--- config.mk ---
export PLATFORM = sky130hd
export DESIGN_NAME = reg_arbiter
export DESIGN_NICKNAME = d
export VERILOG_FILES = /design/src/rtl/reg_arb_pkg.sv /design/src/rtl/reg_file.sv /design/src/rtl/reg_arbiter.sv
export SDC_FILE = /design/constraint.sdc
export NUM_CORES = 1
export LEC_CHECK = 0
export BUFFER_PORTS_ARGS = -buffer_cell sky130_fd_sc_hd__buf_4
export CORE_MARGIN = 3
export CORE_UTILIZATION = 30
export DETAILED_ROUTE_END_ITERATION = 6
export GPL_ROUTABILITY_DRIVEN = 0
export SLEW_MARGIN = 5
export SYNTH_ARGS = -nofsm -noshare
export SYNTH_HDL_FRONTEND = slang
export SYNTH_HIERARCHICAL = 1
export SYNTH_SLANG_ARGS = --single-unit
--- constraint.sdc ---
create_clock -name clk_in -period 6.4 [get_ports clk_in]
set_input_delay 1.28 -clock clk_in [delete_from_list [all_inputs] [get_ports clk_in]]
set_output_delay 1.28 -clock clk_in [all_outputs]
set_load 0.01 [all_outputs]
--- src/rtl/reg_arb_pkg.sv ---
// Shared definitions for the host/PID register-file arbiter: FSM states,
// requester ids, default geometry and the tie-break rule.
package reg_arb_pkg;

    localparam int DEF_AW = 4;
    localparam int DEF_DW = 16;

    typedef enum logic [1:0] {
        IDLE   = 2'd0,
        ACCESS = 2'd1,
        RESP   = 2'd2
    } arb_state_t;

    typedef enum logic {
        GNT_HOST = 1'b0,
        GNT_PID  = 1'b1
    } gnt_t;

    // On a tie the side that was not granted last wins; a lone request always wins.
    function automatic gnt_t pick_winner(input logic h_req, input logic p_req,
                                         input gnt_t last_grant);
        gnt_t w;
        if (h_req && p_req) begin
            if (last_grant == GNT_PID) w = GNT_HOST;
            else                       w = GNT_PID;
        end else if (p_req) begin
            w = GNT_PID;
        end else begin
            w = GNT_HOST;
        end
        return w;
    endfunction

endpackage

--- src/rtl/reg_file.sv ---
// Single-port register file: synchronous write, registered read, and an
// asynchronous clear of every entry.
module reg_file
    import reg_arb_pkg::*;
#(
    parameter int AW = DEF_AW,
    parameter int DW = DEF_DW
) (
    input  logic          clk_in,
    input  logic          reset,
    input  logic          en,
    input  logic          we,
    input  logic [AW-1:0] addr,
    input  logic [DW-1:0] wdata,
    output logic [DW-1:0] rdata
);

    localparam int DEPTH = 1 << AW;

    logic [DW-1:0] mem [DEPTH];

    // NOTE: state is updated with non-blocking assignments so every flop samples pre-edge values.
    // NOTE: clearing the whole array on reset forces flops rather than a RAM macro; the clear is required here.
    always_ff @(posedge clk_in or negedge reset) begin
        if (!reset) begin
            for (int i = 0; i < DEPTH; i++) begin
                mem[i] <= '0;
            end
            rdata <= '0;
        end else if (en) begin
            if (we) begin
                mem[addr] <= wdata;
            end else begin
                rdata <= mem[addr];
            end
        end
    end

endmodule

--- src/rtl/reg_arbiter.sv ---
// Arbitrates host read/write and PID read-only accesses onto one shared
// register file; one access in flight, IDLE -> ACCESS -> RESP.
module reg_arbiter
    import reg_arb_pkg::*;
#(
    parameter int AW = DEF_AW,
    parameter int DW = DEF_DW
) (
    input  logic          clk_in,
    input  logic          reset,
    input  logic          h_req_i,
    input  logic          h_we_i,
    input  logic [AW-1:0] h_addr_i,
    input  logic [DW-1:0] h_wdata_i,
    output logic          h_ack_o,
    output logic [DW-1:0] h_rdata_o,
    input  logic          p_req_i,
    input  logic [AW-1:0] p_addr_i,
    output logic          p_ack_o,
    output logic [DW-1:0] p_rdata_o,
    output logic          busy_o
);

    arb_state_t    state_q, state_d;
    gnt_t          gnt_q, last_grant_q, winner;
    logic          accept;
    logic          we_q;
    logic [AW-1:0] addr_q;
    logic [DW-1:0] wdata_q;
    logic [DW-1:0] rf_rdata;
    logic [DW-1:0] h_rdata_q, p_rdata_q;
    logic          rf_en;

    // NOTE: every output of this block gets a default first so no latch is inferred.
    always_comb begin
        state_d = state_q;
        accept  = 1'b0;
        winner  = pick_winner(h_req_i, p_req_i, last_grant_q);
        unique case (state_q)
            IDLE: begin
                if (h_req_i || p_req_i) begin
                    accept  = 1'b1;
                    state_d = ACCESS;
                end
            end
            ACCESS:  state_d = RESP;
            RESP:    state_d = IDLE;
            default: state_d = IDLE;
        endcase

        busy_o  = (state_q != IDLE);
        rf_en   = (state_q == ACCESS);
        h_ack_o = (state_q == RESP) && (gnt_q == GNT_HOST);
        p_ack_o = (state_q == RESP) && (gnt_q == GNT_PID);
        // Read data is live from the file only in the ack cycle; otherwise the held copy.
        h_rdata_o = (h_ack_o && !we_q) ? rf_rdata : h_rdata_q;
        p_rdata_o = p_ack_o ? rf_rdata : p_rdata_q;
    end

    always_ff @(posedge clk_in or negedge reset) begin
        if (!reset) begin
            state_q      <= IDLE;
            gnt_q        <= GNT_HOST;
            last_grant_q <= GNT_PID;
            we_q         <= 1'b0;
            addr_q       <= '0;
            wdata_q      <= '0;
            h_rdata_q    <= '0;
            p_rdata_q    <= '0;
        end else begin
            state_q <= state_d;
            if (accept) begin
                gnt_q        <= winner;
                last_grant_q <= winner;
                // The PID side is read-only, so its accesses never carry a write.
                we_q         <= (winner == GNT_HOST) && h_we_i;
                addr_q       <= (winner == GNT_HOST) ? h_addr_i : p_addr_i;
                wdata_q      <= h_wdata_i;
            end
            if (h_ack_o && !we_q) begin
                h_rdata_q <= rf_rdata;
            end
            if (p_ack_o) begin
                p_rdata_q <= rf_rdata;
            end
        end
    end

    reg_file #(
        .AW(AW),
        .DW(DW)
    ) u_reg_file (
        .clk_in (clk_in),
        .reset  (reset),
        .en     (rf_en),
        .we     (we_q),
        .addr   (addr_q),
        .wdata  (wdata_q),
        .rdata  (rf_rdata)
    );

endmodule

Word level (Yosys, flattened, before mapping)
Cells that the tools add are included.
{"block": "classes", "reduce_logical": 12, "mux": 16, "eq_ne": 3, "order_cmp": 2, "bitwise_logic": 4}
{"cell": "$bwmux W256", "n": 1}
{"cell": "$mux W16", "n": 5}
{"cell": "$bmux W16 S4", "n": 1}
{"cell": "$demux W16 S4", "n": 1}
{"cell": "$logic_and A1 B1 Y1", "n": 6}
{"cell": "$ge A5 B5 Y1 const B", "n": 1}
{"cell": "$lt A5 B1 Y1 const B", "n": 1}
{"cell": "$mux W1", "n": 5}
{"cell": "$not A4 Y5", "n": 1}
{"cell": "$mux W4", "n": 1}
{"cell": "$pmux W2 S2", "n": 1}
{"cell": "$reduce_and A2 Y1", "n": 2}
{"cell": "$not A1 Y1", "n": 3}
{"cell": "$eq A2 B1 Y1 const B", "n": 1}
{"cell": "$eq A2 B2 Y1 const B", "n": 1}
{"cell": "$logic_not A2 Y1", "n": 1}
{"cell": "$mux W2", "n": 1}
{"cell": "$ne A2 B2 Y1 const B", "n": 1}
{"cell": "$reduce_bool A2 Y1", "n": 1}
{"cell": "$logic_not A1 Y1", "n": 1}
{"cell": "$logic_or A1 B1 Y1", "n": 1}
{"block": "totals", "out_inout_bits": 35, "word_cells": 62, "regBits": 329, "inputBits": 29}

Depth between registers and ports, before layout
Gate-level depths: netlist (run 1).
{"block": "depth", "word_depth": 6, "mapped_depth": 8, "depth_no_buf": 5}

Modules after synthesis
The synthesis (run 1) kept the hierarchy.
{"mod": "reg_file", "seq_area_each_um2": 6806.5, "area_per_inst_um2": 12370.6, "instances": 1, "cells_each": 854}
{"mod": "reg_arbiter", "seq_area_each_um2": 1427.6, "area_per_inst_um2": 2285.9, "instances": 1, "cells_each": 135}

Least setup slack after synthesis (run 1)
OpenSTA, ideal clock, no wires.
{"block": "synth_timing", "kind": "reg2out", "from": "register gnt_q", "to": "output h_rdata_o[10]", "setup_slack_ps": 3724, "required_ps": 5120, "path_stages_with_launch": 6, "path_buffers": 2, "arrival_ps": 1396, "cell_sequence": "dfrtp_1 nor3b_4 and2_4 buf_8 buf_12 mux2_4"}
{"block": "synth_between", "elab_chain_len": 4}
{"element": "start, declared", "line": "reg_arbiter.sv:25", "text": "gnt_t gnt_q, last_grant_q, winner;"}
{"element": "start signal, assigned", "line": "reg_arbiter.sv:73", "text": "gnt_q <= winner;"}
{"element": "$not A1 Y1", "line": "reg_arbiter.sv:53", "text": "h_ack_o = (state_q == RESP) && (gnt_q == GNT_HOST);"}
{"element": "$logic_and A1 B1 Y1", "line": "reg_arbiter.sv:53"}
{"element": "via h_ack_o", "line": "reg_arbiter.sv:15", "text": "output logic h_ack_o,"}
{"element": "$logic_and A1 B1 Y1", "line": "reg_arbiter.sv:56", "text": "h_rdata_o = (h_ack_o && !we_q) ? rf_rdata : h_rdata_q;"}
{"element": "$mux W16"}
{"element": "end, declared", "line": "reg_arbiter.sv:16", "text": "output logic [DW-1:0] h_rdata_o,"}
The timed path passes the listed nets, and every way through them passes these cells.

Worst setup path in the final report (run 1)
{"block": "layout_timing", "from": "register state_q[0]", "to": "output p_rdata_o[9]"}
{"block": "layout_between", "elab_chain_len": 3}
{"element": "start, declared", "line": "reg_arbiter.sv:24", "text": "arb_state_t state_q, state_d;"}
{"element": "start signal, assigned", "line": "reg_arbiter.sv:71", "text": "state_q <= state_d;"}
{"element": "$eq A2 B2 Y1", "line": "reg_arbiter.sv:54", "text": "p_ack_o = (state_q == RESP) && (gnt_q == GNT_PID);"}
{"element": "$logic_and A1 B1 Y1", "line": "reg_arbiter.sv:54"}
{"element": "$mux W16"}
{"element": "end, declared", "line": "reg_arbiter.sv:20", "text": "output logic [DW-1:0] p_rdata_o,"}
Every way passes these cells.

==> results.cfg, run 1 <==
[worst_setup_path]
r2r_slack_ps = 3110
worstPathArrival_ps = 2240
critPathLaunchType = register
crit_path_max_fanout = 17
path_class = register to output pin
critical_path_required_ps = 5120
crit_path_end_kind = output pin

[sta]
maxSlewHeadroom_pct = 25.90
setup_viol = 0
hold_viol_final = 0
max_freq_mhz = 284.4
finalCriticalPeriod_ps = 3517
fin_tns_setup_ps = 0
worst_pin_slew_ps = 1110
fin_skew_ps = 14.16
rsz0062_at_grt = false
min_period_over_period_pct = 54.95
slew_violations = 0

[global_routing]
grt_pass1_vias = 8797
globalRouteTotalUtil_pct = 12.99
grt_max_degree = 135
grt_first_pass_wirelength_mm = 51.85
grt-ovfl-total = 0
antenna_found_initial = 0

[detailed_routing]
wirelength_mm = 32.89
drt_first_pass_iters = 4
drt_iter0_markers = 396
antenna_left = 0
routed-via-count = 8204
drc = 0
routedWlPerCell_um = 19.73
via_per_inst = 4.921

[yosys]
synth-compound-area-share_pct = 3.799
yosys_warnings = 6
synthSimpleGateAreaFrac_pct = 3.201
synth.distinct_cells = 43
synth_area_leaders = dfrtp_1 (56%), mux2_2 (22%), mux2i_1 (6.6%)
yosys_most_used_dff = dfrtp_1
synth_edf_count = 0
synth.largest_area_cell = dfrtp_1
synth_fp_nets = 1018
synth_adder_area_share_pct = 0
netlist_instances = 989
ys_async_sr_fraction_pct = 100.0
synth_top_family_by_area = multiplexers
synthXorXnorAreaFrac_pct = 0
synthMuxAreaShare_pct = 33.57
syn_area_per_cell_um2 = 14.82
yosysTopAreaCellShare_pct = 56.00
synth_seq_cells = 329
synth_seq_area_share_pct = 56.18
syn_area_mm2 = 0.01466

[final_layout]
final_area_mm2 = 0.01669
drive_gt1_share_pct = 46.20
final_common_cell = dfrtp_1
area_growth_pct = 13.86
antenna_cells = 0
fin_nets = 1056
final_cell_mix = dfrtp_1 (326), mux2_2 (292), mux2i_1 (97)

[power_and_ir_drop]
p_clk_share_pct = 22.8
power_leakage_uw = 0.007767
ir_drop_v = 0.0001883
power_switching_uw = 2923
p_per_area_mw_per_mm2 = 524.1
sw_frac_of_total_pct = 33.42
intPower_uw = 5823
seqPwrFrac_pct = 45.3
pwr-share-comb_pct = 31.9

[place]
port_buffers = 63
placed_area_mm2 = 0.01555
dp_hpwl_mm = 20.05

[floorplan]
io_pins = 64
row_count = 80
dieArea_mm2 = 0.05154
start_util_pct = 30.51
die_height_um = 227.0
die_w_um = 227.0
design.core.area_mm2 = 0.04805

[cts]
cts_buffers = 35
clock_sinks = 329
postCtsSetupBuffers = 0
cts_tree = built
cts_hold_buf = 0
clk_latency_ps = 520
cts_buffer_depth = 3
cts-htree-levels = 2
cts_resized = 0
root_buffer = clkbuf_16
clkTransAtPathRegs_ps = 60

[min_path]
hp-class = register to register

[outcome]
outcome = finished, final reports clean

[run]
maxCapViolations = 0
-- cell usage after synthesis (2+ instances only) --
library cell and instances:
dfrtp_1 328, mux2_2 292, mux2i_1 97, nor2_1 34, o22ai_1 33, buf_4 27, clkbuf_1 26, mux2_4 20
a31oi_1 17, a221oi_1 16, mux4_2 16, o21ai_0 16, buf_2 13, nor2_2 9, buf_6 5, inv_1 4
and2b_2 3, nand2_1 3, nand2b_1 2, nand3_4 2, nand3b_1 2, nand4_2 2, nor2b_1 2
-- per-stage QoR --
step | instances | hold slack, ps | setup WS (ps) | power (uW) | utilization [%]
6_report | 1667 | 494.4 | 2883 | 8747 | 34.73
3_3_place_gp | 1605 | 478.7 | 3152 | 6723 | 32.38
3_5_place_dp | 1605 | 479.8 | 3106 | 6822 | 32.38
2_1_floorplan | 989 | 473.8 | 3724 | 5857 | -
5_1_grt | 1667 | 503.9 | 2795 | 9289 | 34.73
4_1_cts | 1667 | 499.1 | 2812 | 8862 | 34.73
-- path summary, 6_finish.rpt --
kind / startpoint / endpoint / cells after the start
min in group asynchronous: reset / u_reg_file/mem[178] / 1
worst max register to register: addr_q[0] / u_reg_file/mem[77] / 4
worst min-delay path: p_rdata_q[7] / p_rdata_q[7] / 1
worst min register to register: p_rdata_q[7] / p_rdata_q[7] / 1
max in group asynchronous: reset / u_reg_file/mem[118] / 2
worst max-delay path: state_q[0] / p_rdata_o[9] / 3
-- power groups by stage --
stage                     logic [uW]  clock network, uW  registers, uW
after floorplan                 2370                  0           3480
after global placement          2760                  0           3960
after detailed placement        2820                  0           4010
after CTS                       2830               2060           3980
after global routing            3030               2130           4130
final                           2790               1990           3960
-- kinds of logic after synthesis --
| group | Yosys count |
|---|---|
| mux | 425 |
| flops | 329 |
| compound gates | 85 |
| buf+inv | 78 |
| simple gates | 72 |
-- state kept, by name (all words and copies together), names as in the netlist --
signal / flops
addr_q: 4
state_q: 2
we_q: 1
h_rdata_q: 16
last_grant_q: 1
u_reg_file/mem: 256
p_rdata_q: 16
u_reg_file/rdata: 16
gnt_q: 1
wdata_q: 16
-- layout make-up --
type,instances,area (um2)
multi-input cells,582,5948
flip-flops and latches,329,8239
well taps,615,769.5
clock buffers,55,1074
inverters,4,15.01
fillers,4668,31360
repair buffers,75,583.1
clock inverters,7,60.06
-- routing by layer --
layer	part of all wire (%)	up-vias	global-route usage, %
li1	-	3691	-
met1	44	4362	16.86
met2	50	108	22.49
met3	3.5	43	1.947
met4	2.4	0	3.988
met5	0	-	0
-- critical path, stage by stage (launching register included) --
cell	delay, ps
dfrtp_1	430
nand3b_2	620
mux2_2	490
buf_4	150
Note: power is estimated with default switching activity, not from simulation.
==> run 2: changes to the inputs <==
clock period = 3.6 ns   (was 6.4 ns; I/O delays follow)
==> run 2 against run 1 <==
  * Hold slack worse by 110 ps
  * Routed wire length is 2.1% higher
  * Sequential cell count unchanged
  * Clock skew fell by 4.0 ps
  * Critical endpoint unchanged
  * Via count is 2.3% higher
  * Final area increased by 1.2%
  * Utilization increased by 0.41 points
  * Global-route usage increased by 0.23 points
  * Critical path depth is the same
  * Cell count rose by 0.78%
  * Highest routed layer unchanged
  * Setup slack worse by 2200 ps
  * Sequential power grew 76%
  * Largest cell class unchanged
==> results.cfg, run 2 (synthesis gave the netlist of run 1 again) <==
[sta]
max_freq_mhz = 340.1
finalCriticalPeriod_ps = 2940
min_period_over_period_pct = 81.67
setup_viol = 0
worst_pin_slew_ps = 956.2
rsz0062_at_grt = false
maxSlewHeadroom_pct = 36.25
slew_violations = 0
fin_skew_ps = 10.17
fin_tns_setup_ps = 0
hold_viol_final = 0

[floorplan]
row_count = 80
io_pins = 64
die_height_um = 227.0
design.core.area_mm2 = 0.04805
start_util_pct = 30.51
die_w_um = 227.0
dieArea_mm2 = 0.05154

[cts]
cts_buffers = 35
cts_hold_buf = 1
root_buffer = clkbuf_16
clkTransAtPathRegs_ps = 60
postCtsSetupBuffers = 0
cts_tree = built
clock_sinks = 329
cts-htree-levels = 2
cts_resized = 0
clk_latency_ps = 520
cts_buffer_depth = 3

[global_routing]
globalRouteTotalUtil_pct = 13.21
antenna_found_initial = 0
grt-ovfl-total = 0
grt_pass1_vias = 8839
grt_max_degree = 129
grt_first_pass_wirelength_mm = 52.76

[worst_setup_path]
critPathLaunchType = register
worstPathArrival_ps = 2220
path_class = register to output pin
critical_path_required_ps = 2880
crit_path_end_kind = output pin
crit_path_max_fanout = 17

[power_and_ir_drop]
p_per_area_mw_per_mm2 = 925.1
power_leakage_uw = 0.007874
ir_drop_v = 0.0004246
total_power_uw = 15620

[final_layout]
final_common_cell = dfrtp_1
drive_gt1_share_pct = 46.95
fin_nets = 1075
regMostFlops = u_reg_file/mem
final_cell_mix = dfrtp_1 (326), mux2_2 (292), mux2i_1 (97)
nFillCells = 4632
antenna_cells = 0
largest_register_ffs = 256
area_growth_pct = 15.20
final_core_util_pct = 35.14

[detailed_routing]
routed-via-count = 8391
via_per_inst = 4.995
routedWlPerCell_um = 19.98
drt_first_pass_iters = 4
wirelength_mm = 33.56
drt_iter0_markers = 406
drc = 0
antenna_left = 0

[outcome]
outcome = finished, final reports clean

[place]
dp_hpwl_mm = 20.88
port_buffers = 63

[min_path]
hp-class = primary input to register

[run]
maxCapViolations = 0
-- run 2: changes by cell type in the layout (fill, tap and decap cells not counted) --
cell	before	now
buf_4	73	88
clkinv_2	6	1
buf_12	1	4
bufinv_16	1	3
clkbuf_1	10	8
clkbuf_8	8	7
dlygate4sd3_1	0	1
-- run 2: path summary, 6_finish.rpt --
check,from,cells after the start,endpoint,slack (ps)
setup / recovery,state_q[0],3,p_rdata_o[9],660
hold / removal,h_req_i,2,last_grant_q,390
setup reg to reg,addr_q[0],4,u_reg_file/mem[221],1020
hold reg to reg,h_rdata_q[11],1,h_rdata_q[11],490
max in group asynchronous,reset,3,wdata_q[10],2090
min in group asynchronous,reset,2,u_reg_file/rdata[2],600
-- run 2: area by class of cell --
cell class | instances | area [um2] | share of cell area [%]
clock buffers | 52 | 1052 | 6.232
clock inverters | 4 | 95.09 | 0.5632
inverters | 4 | 15.01 | 0.08892
multi-input cells | 582 | 5948 | 35.23
flip-flops and latches | 329 | 8239 | 48.80
well taps | 615 | 769.5 | 4.557
repair buffers | 94 | 765.7 | 4.535
-- run 2: metrics by stage --
stage               hold WS (ps)  instance area (um2)  std cells  setup slack (ps)
floorplan                  424.4                14660        989              1484
global placement           478.7                15730       1623              1052
detailed placement         480.4                15730       1623              1042
CTS                        361.1                16880       1680             593.0
global route               391.1                16880       1680             574.8
finish                     388.7                16880       1680             660.1
-- run 2: power by group --
group	switching, uW	internal (uW)	total [uW]	leakage [uW]
Clock	1410	2220	3630	0.000562
Combinational	2200	2830	5020	0.00299
Sequential	1510	5460	6970	0.00432
Total	5120	10500	15600	0.00787
-- run 2: metal layers --
layer | wire length, um | global-route usage (%) | up-vias
met3 | 1201 | 2.128 | 60
met5 | 0 | 0 | -
li1 | - | - | 3730
met2 | 16410 | 22.47 | 135
met1 | 15080 | 17.28 | 4466
met4 | 873 | 4.372 | 0
-- run 2: worst max-delay path, cell delays in order (launching register included) --
cell	delay, ps
dfrtp_1	430
nand3b_2	610
mux2_2	480
buf_4	150
==> run 3: changes to the inputs <==
clock period = 2.7 ns   (was 3.6 ns; I/O delays follow)
==> run 3 against run 2 <==
  * Via count up 0.49%
  * Sequential power increased by 32%
  * Critical endpoint is now h_rdata_o[10]
  * Final area up 1.0%
  * Routed wire length increased by 2.3%
  * Combinational power rose by 39%
  * Utilization is 0.35 points higher
  * Setup slack worse by 550 ps
  * First-iteration DRC count up 17%
  * Die area unchanged
  * Non-clock buffer count up 15
  * Count of clock-buffer cells in the layout is 2 lower
  * Hold slack worse by 190 ps
==> results.cfg, run 3 (synthesis gave the netlist of run 1 again) <==
[outcome]
outcome = finished, final reports clean

[cts]
cts_resized = 0
cts-htree-levels = 2
cts_buffers = 34
clock_sinks = 329
cts_tree = built
root_buffer = clkbuf_16
clk_latency_ps = 520
clkTransAtPathRegs_ps = 60
cts_buffer_depth = 3

[floorplan]
die_w_um = 227.0
row_count = 80
io_pins = 64
design.core.area_mm2 = 0.04805
dieArea_mm2 = 0.05154
die_height_um = 227.0
start_util_pct = 30.51

[global_routing]
grt_pass1_vias = 9016
use_met1_pct = 17.72
grt.busiest_layer = met2
antenna_found_initial = 1
grt_use_met3_pct = 2.295
grt-ovfl-total = 0
grt_max_degree = 63
use_met2_pct = 22.51
grt_first_pass_wirelength_mm = 53.86
globalRouteTotalUtil_pct = 13.48

[worst_setup_path]
worst-r2r-cell-count = 4
crit_end = h_rdata_o[10]
critical-path-top-delay-family = flip-flops
regToRegEndpoint = u_reg_file/mem[51]
path_cells = inv_1 > and2_4 > buf_12 > mux2_4 > buf_4
crit_buf_inv = 3
slowest_stage = dfrtp_1
path_class = register to output pin
max_stage_delay_ps = 630
critPathLaunchType = register
critical_path_required_ps = 2160
crit_path_start = we_q
crit_path_max_fanout = 16
crit_path_end_kind = output pin
r2r_slack_ps = 590
crit_cells = 5
rr_startpoint = addr_q[3]
worstPathArrival_ps = 2050

[detailed_routing]
antenna_left = 0
drt_first_pass_iters = 4
wirelength_mm = 34.34
drt_iter0_markers = 477
via_per_inst = 4.963
routed-via-count = 8432
routedWlPerCell_um = 20.21
drc = 0

[final_layout]
register_area_mm2 = 0.008239
antenna_cells = 0
largest_register_ffs = 256
final_common_cell = dfrtp_1
area_growth_pct = 16.36
regMostFlops = u_reg_file/mem
fin_nets = 1089
final_cell_mix = dfrtp_1 (326), mux2_2 (292), mux2i_1 (97)
multi_input_area_mm2 = 0.005948
nFillCells = 4642
drive_gt1_share_pct = 48.15

[sta]
finalCriticalPeriod_ps = 2588
slew_violations = 0
fin_skew_ps = 21.71
fin_tns_setup_ps = 0
rsz0062_at_grt = false
hold_viol_final = 0
worst_pin_slew_ps = 596.6
whs_ps = 202.2
setup_viol = 0
max_freq_mhz = 386.3
setup_ws_ps = 111.7
min_period_over_period_pct = 95.86
maxSlewHeadroom_pct = 60.23

[power_and_ir_drop]
ir_drop_v = 0.0004287
power_leakage_uw = 0.007962
p_per_area_mw_per_mm2 = 1222
total_power_uw = 20850

[place]
post-place-ws_ps = 541.6
port_buffers = 63
dp_hpwl_mm = 21.45

[min_path]
hp-class = primary input to register

[run]
maxCapViolations = 0
==> run 3: changes by cell type in the layout (fill, tap and decap cells not counted) <==
cell	change
buf_12	+7
buf_4	+8
bufinv_16	-2
clkbuf_1	-3
clkbuf_16	-2
clkbuf_8	+3
clkinv_2	+5
clkinvlp_4	+2
inv_6	+1
==> run 3: area by class of cell <==
class                           instances  area share, %
Sequential cell                       329          48.31
Multi-Input combinational cell        582          34.88
Clock buffer                           50          6.053
Timing Repair Buffer                  109          5.664
Tap cell                              615          4.512
Clock inverter                         10         0.4916
Inverter                                4        0.08804
==> run 3: how the worst min path moves through the flow <==
stage | from | end | slack, ps | cells after the start
2_1_floorplan | reset | addr_q[0] | 240 | 0
3_3_place_gp | p_rdata_q[2] | p_rdata_q[2] | 480 | 1
3_5_place_dp | h_rdata_q[13] | h_rdata_q[13] | 480 | 1
4_1_cts | h_req_i | last_grant_q | 180 | 2
5_1_grt | h_req_i | last_grant_q | 200 | 2
6_report | h_req_i | last_grant_q | 200 | 2
==> run 3: routing by layer <==
metal	share of wire, %	routed length, um
met5	0	0
met4	3.4	1155
met3	3.3	1148
met2	48	16470
met1	45	15560
==> run 3: what timing repair did <==
item | CTS | global route
buffers inserted | 1 | 0
hold endpoints to repair | 46 | 0
hold buffers | 1 | 0
endpoints found under the setup margin | 3 | 0
==> run 3: through the flow <==
stage,utilization (%),std cells,instance area [um2]
floorplan,-,989,14660
global placement,33.11,1637,15910
detailed placement,33.11,1637,15910
CTS,35.49,1699,17050
global route,35.49,1699,17050
finish,35.49,1699,17050
==> run 3: where the power goes <==
group          internal [uW]  switching (uW)
clock                   2750            1910
combinational           3890            3090
sequential              7280            1940
total                  13900            6940
==> run 3: worst reg2reg max path, cell delays in order (launching register included) <==
cell	delay (ps)
dfrtp_1	700
nand2_1	320
nor4_4	200
buf_4	380
mux2_2	390
